**config.mk**
```make
export PLATFORM = sky130hd
export DESIGN_NAME = psram_lfsr32
export DESIGN_NICKNAME = d
export VERILOG_FILES = /design/src/rtl/psram_chk_pkg.sv /design/src/rtl/psram_lfsr32.sv
export SDC_FILE = /design/constraint.sdc
export NUM_CORES = 1
export LEC_CHECK = 0
export ABC_AREA = 1
export BUFFER_PORTS_ARGS = -buffer_cell sky130_fd_sc_hd__buf_2
export CAP_MARGIN = 20
export CORE_MARGIN = 3
export CORE_UTILIZATION = 50
export DETAILED_ROUTE_END_ITERATION = 12
export PLACE_DENSITY = 0.81
export RECOVER_POWER = 25
export SLEW_MARGIN = 5
export SYNTH_ARGS = -nofsm -noshare
export SYNTH_HDL_FRONTEND = slang
export SYNTH_SLANG_ARGS = --single-unit
```
**constraint.sdc**
```tcl
create_clock -name mem_clk -period 1.1 [get_ports mem_clk]
set_input_delay 0 -clock mem_clk [delete_from_list [all_inputs] [get_ports mem_clk]]
set_output_delay 0 -clock mem_clk [all_outputs]
set_load 0.01 [all_outputs]
```
**src/rtl/psram_chk_pkg.sv**
```systemverilog
// Shared types and pattern generator math for the PSRAM read-data checker
// and its write-side pattern source.
package psram_chk_pkg;

  typedef enum logic [1:0] {
    ST_IDLE = 2'd0,
    ST_RUN  = 2'd1,
    ST_DONE = 2'd2
  } chk_state_t;

  localparam logic [31:0] LFSR_POLY = 32'h8020_0003;

  // Galois, right-shifting: feedback taps applied when the bit shifted out is 1.
  function automatic logic [31:0] lfsr_next(input logic [31:0] s);
    return (s >> 1) ^ (s[0] ? LFSR_POLY : 32'h0000_0000);
  endfunction

endpackage

```
**src/rtl/psram_lfsr32.sv**
```systemverilog
// 32-bit pattern LFSR shared by the read checker and the write pattern source,
// so both sides walk the same sequence.
module psram_lfsr32
  import psram_chk_pkg::*;
(
  input  logic        mem_clk,
  input  logic        rst_n,
  input  logic        load,
  input  logic [31:0] seed,
  input  logic        adv,
  output logic [31:0] q
);

  always_ff @(posedge mem_clk) begin
    if (!rst_n) begin
      q <= 32'h0000_0000;
    end else if (load) begin
      q <= seed;
    end else if (adv) begin
      q <= lfsr_next(q);
    end
  end

endmodule

```
### Word-level counts from Yosys, hierarchy flattened

Cells that the tools add are included.

* output and inout port bits: 32
* register bits after elaboration: 32
* bits of input ports: 36
* logic and storage cells: 6

* bitwise operators: 1
* muxes and demuxes: 3
* reduce and logical (&&, ||, !) cells: 1

Operators by type and width (count)
* $mux W32: 3
* $xor A31 B32 Y32: 1
* $reduce_bool A2 Y1: 1

### Depth between registers and ports, before layout

* depth after elaboration: 4
* depth in mapped cells: 7
* gate-level depth less buffers: 5

### Worst setup path before layout

Ideal clock, no wire load.

* path type: register to register
* from: reg q[0]
* to: reg q[0]
* data arrival time: 770 ps
* data required time: 1030 ps
* library setup time: 70 ps
* cell stages (with the launch flop): 5
* setup slack: 260 ps
* period minus slack after synthesis: 840 ps
* buffers on the path: 0
* path through: dfxtp_1 -> inv_1 -> nand2_1 -> nand3_1 -> a21oi_1

* word-level cells in the longest chain between the ends: 4

RTL lines
* start, declared: RTL line psram_lfsr32.sv:11 `output logic [31:0] q`
* start signal, assigned: RTL line psram_lfsr32.sv:20 `q <= lfsr_next(q);`
* $mux W32: RTL line psram_chk_pkg.sv:15 `return (s >> 1) ^ (s[0] ? LFSR_POLY : 32'h0000_0000);`
* $xor A31 B32 Y32: RTL line psram_chk_pkg.sv:15
* $mux W32: RTL line psram_lfsr32.sv:19 `end else if (adv) begin`
* $mux W32: RTL line psram_lfsr32.sv:17 `end else if (load) begin`

Every way passes these cells. The select of a mux whose other input is x is not followed.
A chain may end at the register's enable or synchronous reset.

### Final worst setup path

* from: reg q[0]
* to: out q[0]

No word-level cell between the ends.

==> impl_metrics.xml <==
<?xml version="1.0" encoding="UTF-8"?>
<metrics>
  <group name="timing">
    <metric name="setup_viol" unit="">0</metric>
    <metric name="post-route-period-util" unit="%">85.32</metric>
    <metric name="slew_headroom" unit="%">66.56</metric>
    <metric name="worstMarginPinSlew" unit="ns">0.5016</metric>
    <metric name="setup_slack" unit="ns">0.1615</metric>
    <metric name="tns" unit="ns">0</metric>
    <metric name="finalHoldViolations" unit="">0</metric>
    <metric name="fmax" unit="MHz">1066</metric>
    <metric name="holdWs" unit="ns">0.02393</metric>
    <metric name="finalClockSkew" unit="ns">0.004646</metric>
    <metric name="time_the_final_worst_path_needs_with_i_o_delays_and_setup" unit="ns">0.9385</metric>
    <metric name="slew_violations" unit="">0</metric>
    <metric name="unrepaired_setup_endpoints_after_global_routing" unit="">false</metric>
  </group>
  <group name="clocking">
    <metric name="numCtsBuffers" unit="">5</metric>
    <metric name="clockRootBuffer" unit="">sky130_fd_sc_hd__clkbuf_4</metric>
    <metric name="clk_transition_reported_paths" unit="ns">0.10</metric>
    <metric name="post_cts.repair.setup_buffers" unit="">0</metric>
    <metric name="h-tree-depth" unit="">2</metric>
    <metric name="cts_tree" unit="">yes</metric>
    <metric name="worstSkewPairLatency" unit="ns">0.33</metric>
    <metric name="tritoncts_num_sinks" unit="">32</metric>
    <metric name="clk_path_buf_depth" unit="">2</metric>
  </group>
  <group name="synth">
    <metric name="synth_cells" unit="">248</metric>
    <metric name="yosys.area.top_type" unit="">sky130_fd_sc_hd__dfxtp_1</metric>
    <metric name="yosysWarningCount" unit="">0</metric>
    <metric name="synthesis.area_per_instance" unit="um2">6.291</metric>
    <metric name="post_synth_instance_area" unit="mm2">0.001560</metric>
    <metric name="postSynthRegisterBits" unit="">32</metric>
    <metric name="synth_top_area_share" unit="%">41.06</metric>
    <metric name="synthTopCellsByArea" unit="">sky130_fd_sc_hd__dfxtp_1 41%, sky130_fd_sc_hd__nand2_1 23%, sky130_fd_sc_hd__nand3_1 18%</metric>
    <metric name="number_of_enable_type_register_cells_in_the_synthesized_netlist" unit="">0</metric>
    <metric name="synthTopCellsByCount" unit="">94 x sky130_fd_sc_hd__nand2_1, 55 x sky130_fd_sc_hd__nand3_1, 36 x sky130_fd_sc_hd__inv_1</metric>
    <metric name="yosys.cell_types.count" unit="">13</metric>
    <metric name="synthMostInstantiatedCell" unit="">sky130_fd_sc_hd__nand2_1</metric>
    <metric name="synthesized_netlist_net_count" unit="">284</metric>
    <metric name="synth_ff_type" unit="">sky130_fd_sc_hd__dfxtp_1</metric>
    <metric name="synth_async_sr_flop_share" unit="%">0</metric>
    <metric name="ys_seq_area_share" unit="%">41.06</metric>
  </group>
  <group name="finish">
    <metric name="multi_input_area" unit="um2">705.7</metric>
    <metric name="fin_area" unit="mm2">0.002267</metric>
    <metric name="post_route_cells_drive_above_1_share" unit="%">24.13</metric>
    <metric name="antenna_cells_inserted" unit="">0</metric>
    <metric name="largest_reg_flops" unit="">32</metric>
    <metric name="num-fill-cells" unit="">222</metric>
    <metric name="registers.top_by_ff_count" unit="">q</metric>
    <metric name="reg.largest.list" unit="">q x32</metric>
    <metric name="sequential_cell_area_in_the_final_layout" unit="um2">640.6</metric>
    <metric name="area_growth_syn_to_layout" unit="%">45.31</metric>
    <metric name="layout.nets" unit="">379</metric>
    <metric name="fin_util" unit="%">79.47</metric>
  </group>
  <group name="placement">
    <metric name="portBuffers" unit="">67</metric>
    <metric name="place_worst_setup_slack" unit="ns">0.1862</metric>
    <metric name="dpl.hpwl" unit="um">2683</metric>
    <metric name="finalWeightedCongestion" unit="">0.7845</metric>
    <metric name="placed_cell_area" unit="mm2">0.001908</metric>
  </group>
  <group name="critical_path">
    <metric name="cp-startpoint" unit="">q[0]$_SDFFE_PN0P_</metric>
    <metric name="worst_setup_path_start_kind" unit="">flip-flop</metric>
    <metric name="cp_arrival" unit="ns">0.94</metric>
    <metric name="crit_path_cell_trace" unit="">buf_2</metric>
    <metric name="regToRegStartpoint" unit="">q[0]$_SDFFE_PN0P_</metric>
    <metric name="crit_path_max_fanout" unit="">7</metric>
    <metric name="cp_slowest_cell" unit="">sky130_fd_sc_hd__dfxtp_1</metric>
    <metric name="ff2ff_setup_slack" unit="ns">0.21</metric>
    <metric name="critical_path_max_stage_delay" unit="ns">0.43</metric>
    <metric name="reg2reg_to" unit="">q[21]$_SDFFE_PN0P_</metric>
    <metric name="critical_path_cell_count" unit="">1</metric>
    <metric name="rr_worst_depth" unit="">4</metric>
    <metric name="crit_path_end_kind" unit="">primary output</metric>
    <metric name="critical-path-top-delay-family" unit="">flip-flops</metric>
    <metric name="endpoint" unit="">q[0]</metric>
    <metric name="required_time_worst_endpoint" unit="ns">1.10</metric>
    <metric name="timing.setup.critical_path_class" unit="">flip-flop to primary output</metric>
    <metric name="cp_num_buf_inv" unit="">1</metric>
  </group>
  <group name="route">
    <metric name="post_drt_via_cell_ratio" unit="">4.875</metric>
    <metric name="drt_pre_antenna_iters" unit="">4</metric>
    <metric name="wirelength" unit="um">4407</metric>
    <metric name="wl_per_cell" unit="um">11.75</metric>
    <metric name="ant_nets" unit="">0</metric>
    <metric name="routed-via-count" unit="">1828</metric>
    <metric name="drc" unit="">0</metric>
    <metric name="drt_iter0_drc" unit="">139</metric>
  </group>
  <group name="floorplan">
    <metric name="fp.dieW" unit="um">61.86</metric>
    <metric name="initial_standard_cell_utilization_of_the_core" unit="%">54.69</metric>
    <metric name="placementRows" unit="">19</metric>
    <metric name="core_area" unit="mm2">0.002853</metric>
    <metric name="die_span_y" unit="um">61.86</metric>
    <metric name="floorplan.die_area" unit="mm2">0.003827</metric>
    <metric name="boundaryPins" unit="">68</metric>
  </group>
  <group name="grt">
    <metric name="grt_pass1_vias" unit="">1645</metric>
    <metric name="global_route_wire_length_before_repair" unit="um">6865</metric>
    <metric name="groute.usage.overall" unit="%">24.57</metric>
    <metric name="number_of_antenna_violations_at_the_first_check_in_global_routing" unit="">0</metric>
    <metric name="grt-ovfl-total" unit="">0</metric>
    <metric name="grt_start_max_net_pins" unit="">29</metric>
  </group>
  <group name="status">
    <metric name="run_status" unit="">finished, final reports clean</metric>
  </group>
  <group name="flow_run">
    <metric name="drv_cap" unit="">0</metric>
  </group>
  <group name="power_and_ir_drop">
    <metric name="leakagePower" unit="nW">1.343</metric>
    <metric name="power_per_cell_area" unit="mW/mm2">1105</metric>
    <metric name="worst_ir_drop_vdd" unit="mV">0.8981</metric>
  </group>
  <group name="min_path">
    <metric name="hold_class" unit="">primary input to flip-flop</metric>
  </group>
</metrics>
## through the flow
stage	instances	power (mW)
5_1_grt	375	2.654
6_report	375	2.505
2_1_floorplan	248	1.562
3_3_place_gp	337	1.733
4_1_cts	375	2.515
3_5_place_dp	337	1.742
## repair_timing
| item | 4_1_cts | 5_1_grt |
|---|---|---|
| hold buffers | 30 | 0 |
| resized for setup | 0 | 0 |
| endpoints found under the hold margin | 30 | 0 |
## worst reg2reg max path, stage by stage, from the launching register on
cell                      delay, ns
sky130_fd_sc_hd__dfxtp_1       0.43
sky130_fd_sc_hd__inv_1         0.10
sky130_fd_sc_hd__nand2_1       0.07
sky130_fd_sc_hd__nand3_1       0.08
sky130_fd_sc_hd__a21oi_1       0.15
## kinds of logic (layout without fill, tap and decap cells)
family / after synthesis / in the layout / share of synthesized area [%]
compound gates: 12 / 12 / 3.849
buf+inv: 53 / 149 / 13.71
flops: 32 / 32 / 41.06
simple gates: 151 / 151 / 41.38
## worst min-delay path by stage
| stage | from | cells past startpoint | end | slack (ns) |
|---|---|---|---|---|
| after detailed placement | seed[23] | 3 | q[23]$_SDFFE_PN0P_ | 0.29 |
| after global routing | seed[0] | 5 | q[0]$_SDFFE_PN0P_ | 0.03 |
| after floorplan | seed[23] | 2 | q[23]$_SDFFE_PN0P_ | 0.17 |
| after CTS | seed[1] | 5 | q[1]$_SDFFE_PN0P_ | 0.01 |
| after global placement | seed[23] | 3 | q[23]$_SDFFE_PN0P_ | 0.28 |
| final | seed[1] | 5 | q[1]$_SDFFE_PN0P_ | 0.02 |
## cell type report
type                       count  share of cell area, %
clock buffer                   8                  2.594
inverter                      38                  6.291
multi-input combinational    163                  31.13
sequential                    32                  28.26
tap                           31                  1.711
timing repair buffer         103                  30.02
## layout by cell type, fill, tap and decap left out, types with 5 or more instances in the layout
cell type / count
sky130_fd_sc_hd__a21oi_1: 11
sky130_fd_sc_hd__buf_2: 67
sky130_fd_sc_hd__buf_4: 6
sky130_fd_sc_hd__clkbuf_4: 5
sky130_fd_sc_hd__dfxtp_1: 32
sky130_fd_sc_hd__dlygate4sd3_1: 30
sky130_fd_sc_hd__inv_1: 36
sky130_fd_sc_hd__nand2_1: 94
sky130_fd_sc_hd__nand3_1: 55
## metal layers
| layer | global-route usage [%] | share of wire [%] |
|---|---|---|
| met5 | 0 | 0 |
| met4 | 12.42 | 2.5 |
| met3 | 6.818 | 7.2 |
| met2 | 41.85 | 48 |
| met1 | 28.05 | 42 |
## report_power, final
group | switching, mW | total (mW) | internal, mW
clock | 0.388 | 0.703 | 0.315
sequential | 0.0557 | 1.28 | 1.23
combinational | 0.266 | 0.519 | 0.253
No activity file was read; power rests on OpenSTA's default activity.
